File: config.mk
export PLATFORM = sky130hd
export DESIGN_NAME = mux2_rr_feeder
export DESIGN_NICKNAME = d
export VERILOG_FILES = /design/src/rtl/mux2_rr_feeder.sv
export SDC_FILE = /design/constraint.sdc
export NUM_CORES = 1
export LEC_CHECK = 0
export CORE_MARGIN = 4
export CORE_UTILIZATION = 35
export CTS_CLUSTER_SIZE = 16
export DETAILED_ROUTE_END_ITERATION = 10
export GPL_TIMING_DRIVEN = 0
export HOLD_SLACK_MARGIN = 0.06
export PLACE_DENSITY = 0.7
export SYNTH_ARGS = -nofsm -noshare
export SYNTH_HDL_FRONTEND = slang
export SYNTH_SLANG_ARGS = --single-unit
File: constraint.sdc
create_clock -name clk -period 1.65 [get_ports clk]
set_input_delay 0.33 -clock clk [delete_from_list [all_inputs] [get_ports clk]]
set_output_delay 0.33 -clock clk [all_outputs]
set_load 0.005 [all_outputs]
File: src/rtl/mux2_rr_feeder.sv
// mux2_rr_feeder
// ---------------------------------------------------------------------------
// Two-source valid/ready arbiter that feeds a registered 2:1 mux select.
// The arbiter is fair with a bounded burst: under contention, one source may
// win at most HOLD_MAX grants in a row before the other source is served.
// The granted word and the select bit that chose it are captured together in
// a single output register. The downstream MUX_2_1 consumes out_data and
// out_sel directly, so it always sees a stable select.
//
// Parameters:
//   WIDTH     data width of each channel
//   HOLD_MAX  max consecutive grants to one source while the other waits (1..15)
//
// Ports:
//   clk, rst_n                      rising-edge clock, async active-low reset
//   in1_valid/in1_ready/in1_data    source 1 channel (out_sel = 1)
//   in2_valid/in2_ready/in2_data    source 2 channel (out_sel = 0)
//   out_valid/out_ready/out_data    registered output channel
//   out_sel                         registered select of the held word
// ---------------------------------------------------------------------------
module mux2_rr_feeder #(
    parameter int WIDTH    = 2,
    parameter int HOLD_MAX = 4
) (
    input  logic             clk,
    input  logic             rst_n,
    input  logic             in1_valid,
    output logic             in1_ready,
    input  logic [WIDTH-1:0] in1_data,
    input  logic             in2_valid,
    output logic             in2_ready,
    input  logic [WIDTH-1:0] in2_data,
    output logic             out_valid,
    input  logic             out_ready,
    output logic [WIDTH-1:0] out_data,
    output logic             out_sel
);

    typedef enum logic {
        SRC_IN2 = 1'b0,
        SRC_IN1 = 1'b1
    } src_e;

    localparam logic [3:0] HOLD_LIM = 4'(HOLD_MAX);

    src_e       last;       // source of the last accepted word
    logic [3:0] cnt;        // consecutive grants to 'last', saturates at HOLD_LIM
    logic       load;       // output register can take a word this cycle
    logic       stick;      // contention: stay with 'last' for another grant
    logic       grant_vld;
    src_e       grant_src;
    src_e       other_src;

    // NOTE: every signal written in this block is given a default first, so
    // no path through the if/else leaves one unassigned (no latch inferred).
    always_comb begin
        // Gating with rst_n keeps both readies low while reset is held,
        // even though the cleared register would otherwise accept a word.
        load      = rst_n && (!out_valid || out_ready);
        stick     = (cnt != 4'd0) && (cnt < HOLD_LIM);
        other_src = (last == SRC_IN1) ? SRC_IN2 : SRC_IN1;
        grant_vld = 1'b0;
        grant_src = SRC_IN2;
        if (load) begin
            if (in1_valid && in2_valid) begin
                grant_vld = 1'b1;
                // cnt == 0 (after reset) or saturated forces a switch.
                grant_src = stick ? last : other_src;
            end else if (in1_valid) begin
                grant_vld = 1'b1;
                grant_src = SRC_IN1;
            end else if (in2_valid) begin
                grant_vld = 1'b1;
                grant_src = SRC_IN2;
            end
        end
    end

    // Readies depend only on valids, out_ready and state, never on data.
    assign in1_ready = grant_vld && (grant_src == SRC_IN1);
    assign in2_ready = grant_vld && (grant_src == SRC_IN2);

    // NOTE: sequential state uses non-blocking assignments so every register
    // samples the pre-edge values, independent of statement order.
    always_ff @(posedge clk or negedge rst_n) begin
        if (!rst_n) begin
            out_valid <= 1'b0;
            out_data  <= '0;
            out_sel   <= 1'b0;
            last      <= SRC_IN2;
            cnt       <= 4'd0;
        end else if (grant_vld) begin
            out_valid <= 1'b1;
            out_data  <= (grant_src == SRC_IN1) ? in1_data : in2_data;
            out_sel   <= grant_src;
            if (grant_src == last) begin
                if (cnt < HOLD_LIM) begin
                    cnt <= cnt + 4'd1;
                end
            end else begin
                last <= grant_src;
                cnt  <= 4'd1;
            end
        end else if (load) begin
            // Drained with nothing to replace it; data and select hold.
            out_valid <= 1'b0;
        end
    end

endmodule

==> flow_metrics.tcl, run 1 <==
set metrics [dict create \
    firstDrtPassIters 3 \
    portBuffers 14 \
    fin_crit_sh 1.124 \
    min_path_type "reg -> reg" \
    root_buffer "clkbuf_4" \
    cts_made_buffers 3 \
    worst_setup_path_end_kind "primary output" \
    grt_use_total 0.1515 \
    peakVddDrop_uv 636.1 \
    initial_core_util 0.3874 \
    clockPowerShare 0.173 \
    dp.cells 80 \
    fin_area_um2 800.8 \
    timing.final.max_slew_violations 0 \
    synth_edf_count 0 \
    post_dp_cell_area_um2 681.9 \
    p_int_w 0.0006667 \
    cap_viol_max_count 0 \
    power.net_switching_w 0.0003370 \
    timing.fmax_ghz 0.5390 \
    startpoint "cnt[1]$_DFFE_PN0P_" \
    drtIter0Drc 3 \
    yosys.area.top_type "dfrtp_1" \
    worstPathArrival_ps 1530 \
    synth_flop_cell "dfrtp_1" \
    tightest_slew_ps 416.6 \
    antenna_found_initial 0 \
    worst_slack_ps -205.4 \
    critical_path.max_fanout 2 \
    ios 15 \
    syn_nets 62 \
    grt_max_degree 10 \
    final_core_util 0.5931 \
    post-route-min-period_ps 1855 \
    rsz0062_at_grt "true" \
    synth.avg_cell_area_um2 10.25 \
    die-width_um 46.66 \
    worstSetupPathType "reg -> out" \
    routabilityCongestion 0.7434 \
    r2r-start "cnt[1]$_DFFE_PN0P_" \
    violations "negative setup slack" \
    yosysSeqAreaShare 0.4306 \
    power.leakage_nw 0.3774 \
    p_comb_frac 0.475 \
    async_reset_ff_frac 1.000 \
    overflow 0 \
    final_nets 89 \
    syn_to_final_growth_pct 53.11 \
    antenna_left 0 \
    die_h_um 46.66 \
    status "complete, but fails checks" \
    n_antenna_cell 0 \
    wl_um 1292 \
    fillers 123 \
    synth.most_common_cell "dfrtp_1" \
    layout-drive-gt1-share 0.3117 \
    vias_per_cell 5.152 \
    pwr-share-seq 0.352 \
    clk_latency_ps 260 \
    clkSinkCount 9 \
    cp-start-kind "flop" \
    final.setup.tns_ps -439.0 \
    crit_required_ps 1320 \
    drc 0 \
    vias 474 \
    ys_ff_latch 9 \
    htreeDepth 1 \
    ys_warn_count 0 \
    hpwl_um 837.4 \
    netlist_top_cells_count "9 x dfrtp_1, 5 x nor2_1, 4 x inv_1" \
    ys_types 29 \
    grt_pass1_wl_um 2242 \
    power_density_nw_per_um2 1253 \
    swShare 0.3357 \
    grt_pass1_vias 494 \
    core.rowCount 13 \
    syn-cell-area_um2 523.0 \
    netlist_instances 51 \
    min-delay-start "out_sel$_DFFE_PN0P_" \
    wl_per_cell_um 14.04 \
    hold_viol 0 \
    slew_headroom 0.7214 \
    clk_pin_slew_ps 60 \
    finalSetupViolCount 5 \
    instances_no_fill 92 \
    fin_worst_skew_ps 2.732 \
    synth_top_area_frac 0.4306 \
    core_um2 1350 \
    cts_tree "yes" \
    clockBufferDepth 2 \
    synth_area_leaders "dfrtp_1 43%, ha_1 4.8%, a21o_1 4.3%" \
    die-area_um2 2177 \
]
## final timing paths
path	end	slack, ps	cells past startpoint
max in group asynchronous	cnt[3]$_DFFE_PN0P_	630	2
min	out_sel$_DFFE_PN0P_	480	1
min in group asynchronous	out_data[0]$_DFFE_PN0P_	730	2
min reg2reg	out_sel$_DFFE_PN0P_	480	1
max reg2reg	out_data[1]$_DFFE_PN0P_	-20	7
max	in2_ready	-210	6
## logic make-up after synthesis
logic type,after synthesis,share of synthesized area
DFF,9,0.4306
adders and majority gates,2,0.04784
and+or+nand+nor,17,0.1842
xor gates and xnor gates,1,0.01675
muxes,1,0.01914
buffers and inverters,5,0.03587
AOI/OAI and AO/OA,16,0.2656
## metrics by stage
stage	power, W	worst slack (ps)	hold slack, ps
global route	0.001089	-303.0	514.2
global placement	0.0007103	-1000	459.9
detailed placement	0.0007195	-1003	465.9
floorplan	0.0005680	100.2	34.41
finish	0.001004	-205.4	476.1
CTS	0.0009556	-299.6	480.2
## sequential cells by signal, indices dropped and copies added, names as in the netlist
name and cells:
cnt 4, out_data 2, last 1, out_sel 1, out_valid 1
## cell usage in the layout, fill, tap and decap left out, types with 2 or more instances in the layout
cell,instances
a21o_1,3
a221o_1,2
and2_1,2
buf_2,2
buf_4,4
buf_6,3
clkbuf_4,3
clkdlybuf4s50_1,10
dfrtp_1,9
inv_1,4
nand2_1,2
nor2_1,5
## layout make-up
cell class	count	area (um^2)	area share
Timing Repair Buffer	22	203.9	0.2547
Tap cell	15	18.77	0.02344
Multi-Input combinational cell	37	307.8	0.3844
Inverter	5	18.77	0.02344
Clock buffer	4	26.28	0.03281
Sequential cell	9	225.2	0.2813
## power groups by stage
stage                     registers (W)  logic, W  clock network (W)
after floorplan                0.000351  0.000217                  0
after global placement         0.000354  0.000356                  0
after detailed placement       0.000358  0.000361                  0
after CTS                      0.000345  0.000429           0.000182
after global routing           0.000366  0.000522           0.000201
final                          0.000353  0.000477           0.000174
## routing by layer
| layer | up-vias | part of all wire | global-route usage |
|---|---|---|---|
| met5 | - | 0 | 0 |
| met4 | 0 | 0.013 | 0.08287 |
| met3 | 2 | 0.032 | 0.02734 |
| met2 | 7 | 0.49 | 0.2280 |
| met1 | 229 | 0.46 | 0.2024 |
| li1 | 236 | - | - |
## critical path, stage by stage, from the launching register on
cell,delay [ps]
dfrtp_1,370
inv_1,50
ha_2,200
nor3_4,160
xor2_2,190
o211a_1,180
buf_2,120
## repair_timing
action                                  in CTS  in global routing
pin swaps                                    7                  6
hold buffers                                 1                  0
resized for setup                           14                  7
endpoints found under the setup margin      11                  8
buffers inserted                             6                  2
endpoints found under the hold margin        9                  0
Power figures use the tool's default switching activity.
==> run 2: changes to the inputs <==
ABC_CLOCK_PERIOD_IN_PS = 1650   (was default)
CORE_UTILIZATION = 30   (was 35)
PLACE_DENSITY = 0.63   (was 0.7)
==> flow_metrics.tcl, run 2 (same netlist as run 1, synthesis figures left out) <==
set metrics [dict create \
    syn_to_final_growth_pct 52.15 \
    timing.fmax_ghz 0.5502 \
    worst_slack_ps -167.5 \
    critPathMaxStageDelay_ps 370 \
    peakVddDrop_uv 507.5 \
    top_regs "cnt: 4 flops, out_data: 2 flops" \
    r2r-start "cnt[1]$_DFFE_PN0P_" \
    fin_worst_skew_ps 9.476 \
    layout_common_cells "10 x clkdlybuf4s50_1, 9 x dfrtp_1, 5 x nor2_1, 5 x buf_4" \
    core_um2 1577 \
    min_path_type "reg -> reg" \
    n_antenna_cell 0 \
    antenna_found_initial 0 \
    worstPathArrival_ps 1490 \
    status "complete, but fails checks" \
    clkSinkCount 9 \
    cts_tree "yes" \
    fin_crit_sh 1.102 \
    wl_per_cell_um 14.12 \
    tightest_slew_ps 437.6 \
    root_buffer "clkbuf_4" \
    grt_pass1_vias 480 \
    die-width_um 49.76 \
    violations "negative setup slack" \
    swShare 0.3497 \
    pwr-share-seq 0.352 \
    power_density_nw_per_um2 1277 \
    clk_latency_ps 260 \
    vias_per_cell 5.011 \
    grt_use_total 0.1206 \
    firstDrtPassIters 4 \
    wl_um 1299 \
    grt_pass1_wl_um 2263 \
    final.setup.tns_ps -285.3 \
    cts_made_buffers 3 \
    final_nets 88 \
    rsz0062_at_grt "true" \
    cap_viol_max_count 0 \
    layout-drive-gt1-share 0.3158 \
    clockBufferDepth 2 \
    clk_pin_slew_ps 70 \
    largest_register "cnt" \
    grt_max_degree 8 \
    drtIter0Drc 5 \
    register_area_um2 225.2 \
    routabilityCongestion 0.7754 \
    crit_chain "inv_2 > ha_4 > nor3_4 > xor2_2 > o211a_1 > buf_2" \
    worstSetupPathType "reg -> out" \
    ios 15 \
    final_common_cell "clkdlybuf4s50_1" \
    hold_viol 0 \
    initial_core_util 0.3317 \
    critical_path.max_fanout 2 \
    post-route-min-period_ps 1818 \
    power.net_switching_w 0.0003554 \
    timing.final.max_slew_violations 0 \
    worst_setup_path_end_kind "primary output" \
    p_comb_frac 0.472 \
    power.leakage_nw 0.3686 \
    hpwl_um 902 \
    fillers 139 \
    multiInputGateArea_um2 317.8 \
    drc 0 \
    die_h_um 49.76 \
    p_int_w 0.0006608 \
    startpoint "cnt[1]$_DFFE_PN0P_" \
    antenna_left 0 \
    largest_reg_flops 4 \
    min-delay-start "out_sel$_DFFE_PN0P_" \
    slew_headroom 0.7007 \
    pre_cts_ws_ps -967.2 \
    portBuffers 14 \
    clockPowerShare 0.176 \
    vias 461 \
    crit_slowest_cell "dfrtp_1" \
    crit_required_ps 1320 \
    die-area_um2 2476 \
    core.rowCount 14 \
    cp-start-kind "flop" \
    finalSetupViolCount 3 \
    overflow 0 \
    htreeDepth 1 \
]
-- run 2: cell types whose count changed in the layout (fill, tap and decap cells not counted), sizes merged --
| cell | before | now |
|---|---|---|
| dlygate4sd3 | 1 | 2 |
| buf | 9 | 7 |
-- run 2: worst paths after layout --
| path | to | slack, ps | cells after the start |
|---|---|---|---|
| max | in2_ready | -170 | 6 |
| min | out_sel$_DFFE_PN0P_ | 490 | 1 |
| max reg2reg | out_data[1]$_DFFE_PN0P_ | -10 | 7 |
| min reg2reg | out_sel$_DFFE_PN0P_ | 490 | 1 |
| max in group asynchronous | cnt[1]$_DFFE_PN0P_ | 710 | 2 |
| min in group asynchronous | cnt[2]$_DFFE_PN0P_ | 630 | 2 |
-- run 2: what timing repair did --
action                                  4_1_cts  5_1_grt
hold buffers                                  2        0
setup buffers                                 5        1
endpoints found under the hold margin         6        0
resized for setup                            16        5
pin swaps                                     7        5
endpoints found under the setup margin       11        8
-- run 2: final cells by class --
| class | instances | share of cell area |
|---|---|---|
| Timing Repair Buffer | 21 | 0.2358 |
| Inverter | 5 | 0.02358 |
| Tap cell | 16 | 0.02516 |
| Clock buffer | 4 | 0.03302 |
| Sequential cell | 9 | 0.2830 |
| Multi-Input combinational cell | 37 | 0.3994 |
-- run 2: through the flow --
stage           power, W    util  area, um^2  hold WS (ps)  cells
2_1_floorplan  0.0005680       -       523.0         34.41     51
3_3_place_gp   0.0007163  0.4333       683.2         463.4     81
3_5_place_dp   0.0007250  0.4333       683.2         472.6     81
4_1_cts        0.0009993  0.5000       788.3         488.9     92
5_1_grt         0.001090  0.5048       795.8         511.1     92
6_report        0.001016  0.5048       795.8         486.0     92
-- run 2: power by group through the flow --
stage               Clock, W  Combinational [W]  Sequential (W)
floorplan                  0           0.000217        0.000351
global placement           0           0.000362        0.000354
detailed placement         0           0.000368        0.000357
CTS                 0.000182           0.000466        0.000351
global route        0.000193           0.000529        0.000368
finish              0.000179           0.000480        0.000357
-- run 2: routing by layer --
layer / vias to the layer above / track usage / share of wire
met2: 4 / 0.1894 / 0.48
met4: 0 / 0.06912 / 0.017
met1: 217 / 0.1596 / 0.48
met5: - / 0 / 0
met3: 2 / 0.01205 / 0.022
li1: 238 / - / -
-- run 2: critical path: cells and delay by family (launching register included) --
family | cells | cell delay (ps)
flops | 1 | 370
xor+xnor | 1 | 190
compound gates | 1 | 170
buf+inv | 2 | 170
fa+ha+maj | 1 | 160
simple gates | 1 | 160
==> run 3: changes to the inputs <==
CTS_CLUSTER_SIZE = 25   (was 16)
DONT_BUFFER_PORTS = 1   (was default)
PLACE_DENSITY = 0.51   (was 0.63)
==> flow_metrics.tcl, run 3 (same netlist as run 1, synthesis figures left out) <==
set metrics [dict create \
    status "complete, but fails checks" \
    violations "negative setup slack" \
    vias 414 \
    core.rowCount 14 \
    tightest_slew_ps 425.6 \
    met1_length_um 492 \
    root_buffer "clkbuf_4" \
    cap_viol_max_count 0 \
    core_um2 1577 \
    critical_path.max_fanout 3 \
    firstDrtPassIters 2 \
    grt_pass1_vias 415 \
    fin_worst_skew_ps 3.616 \
    ios 15 \
    htreeDepth 1 \
    fillers 165 \
    routabilityCongestion 0.6667 \
    drtIter0Drc 4 \
    top_regs "cnt: 4 flops, out_data: 2 flops" \
    largest_reg_flops 4 \
    power_density_nw_per_um2 1421 \
    grt_max_degree 10 \
    layout-drive-gt1-share 0.3167 \
    post-route-min-period_ps 1712 \
    slew_headroom 0.7154 \
    antenna_left 0 \
    largest_register "cnt" \
    wl_met3_um 86 \
    holdWs_ps 211.4 \
    min_path_type "in -> reg" \
    worstPathArrival_ps 1380 \
    vias_per_cell 5.447 \
    die_h_um 49.76 \
    timing.fmax_ghz 0.5840 \
    layout_common_cells "9 x dfrtp_1, 5 x nor2_1, 4 x buf_4" \
    clockBufferDepth 2 \
    finalSetupViolCount 2 \
    worstSetupPathType "reg -> out" \
    antenna_found_initial 0 \
    worst_setup_path_end_kind "primary output" \
    crit_required_ps 1320 \
    grt_pass1_wl_um 1849 \
    rsz0062_at_grt "true" \
    wl_per_cell_um 14.91 \
    final_nets 72 \
    hpwl_um 847.1 \
    grt_use_total 0.1022 \
    wl_um 1133 \
    worst_slack_ps -62.43 \
    timing.final.max_slew_violations 0 \
    clk_pin_slew_ps 70 \
    wl_met2_um 542 \
    drc 0 \
    portBuffers 0 \
    fin_crit_sh 1.038 \
    syn_to_final_growth_pct 23.21 \
    top_layer "met4" \
    total_power_w 0.0009154 \
    initial_core_util 0.3317 \
    power.leakage_nw 0.3021 \
    clkSinkCount 9 \
    clk_latency_ps 260 \
    cts_made_buffers 3 \
    peakVddDrop_uv 720.7 \
    cp-start-kind "flop" \
    die-width_um 49.76 \
    final_common_cell "dfrtp_1" \
    overflow 0 \
    cts_tree "yes" \
    hold_viol 0 \
    die-area_um2 2476 \
    n_antenna_cell 0 \
]
## run 3: per-stage QoR
step                utilization  setup TNS, ps  std cells  setup WS [ps]  instance area [um^2]
floorplan                     -              0         51          100.2                 523.0
global placement         0.3444         -122.2         67         -48.56                 543.0
detailed placement       0.3444         -73.76         67         -39.33                 543.0
CTS                      0.3825         -357.3         74         -221.7                 603.1
global route             0.4087         -351.7         76         -185.4                 644.4
finish                   0.4087         -99.80         76         -62.43                 644.4
## run 3: where the power goes
group	internal [W]	switching (W)	total, W
Clock	0.0000895	0.0000805	0.000170
Sequential	0.000292	0.0000709	0.000363
Combinational	0.000212	0.000171	0.000383
Total	0.000593	0.000322	0.000915
## run 3: area by class of cell
| class | count | area [um^2] | area share |
|---|---|---|---|
| Multi-Input combinational cell | 37 | 312.8 | 0.4854 |
| Tap cell | 16 | 20.02 | 0.03107 |
| Clock inverter | 1 | 5.005 | 0.007767 |
| Inverter | 5 | 18.77 | 0.02913 |
| Sequential cell | 9 | 225.2 | 0.3495 |
| Clock buffer | 3 | 22.52 | 0.03495 |
| Timing Repair Buffer | 5 | 40.04 | 0.06214 |
## run 3: path summary, 6_finish.rpt
check,from,cells after the start,end,slack [ps]
min in group asynchronous,rst_n,1,out_data[1]$_DFFE_PN0P_,440
min,in2_data[0],1,out_data[0]$_DFFE_PN0P_,210
min reg2reg,out_sel$_DFFE_PN0P_,1,out_sel$_DFFE_PN0P_,520
max,cnt[0]$_DFFE_PN0P_,5,in2_ready,-60
max reg2reg,out_valid$_DFFE_PN0P_,4,out_data[1]$_DFFE_PN0P_,80
max in group asynchronous,rst_n,1,cnt[1]$_DFFE_PN0P_,910
## run 3: metal layers
| layer | track usage | vias to the layer above |
|---|---|---|
| li1 | - | 208 |
| met4 | 0.04147 | 0 |
| met3 | 0.05422 | 2 |
| met2 | 0.1630 | 13 |
| met5 | 0 | - |
| met1 | 0.1130 | 191 |
## run 3: what timing repair did
item | in CTS | in global routing
resized for setup | 2 | 5
setup buffers | 2 | 2
hold endpoints to repair | 9 | 0
pin swaps | 5 | 3
hold buffers | 1 | 0
gates cloned | 0 | 0
endpoints found under the setup margin | 5 | 6
## run 3: critical path, cell delays in order, from the launching register on
cell and delay (ps):
dfrtp_1 340, inv_1 60, ha_4 170, nor3_4 150
xor2_2 190, o211a_1 210
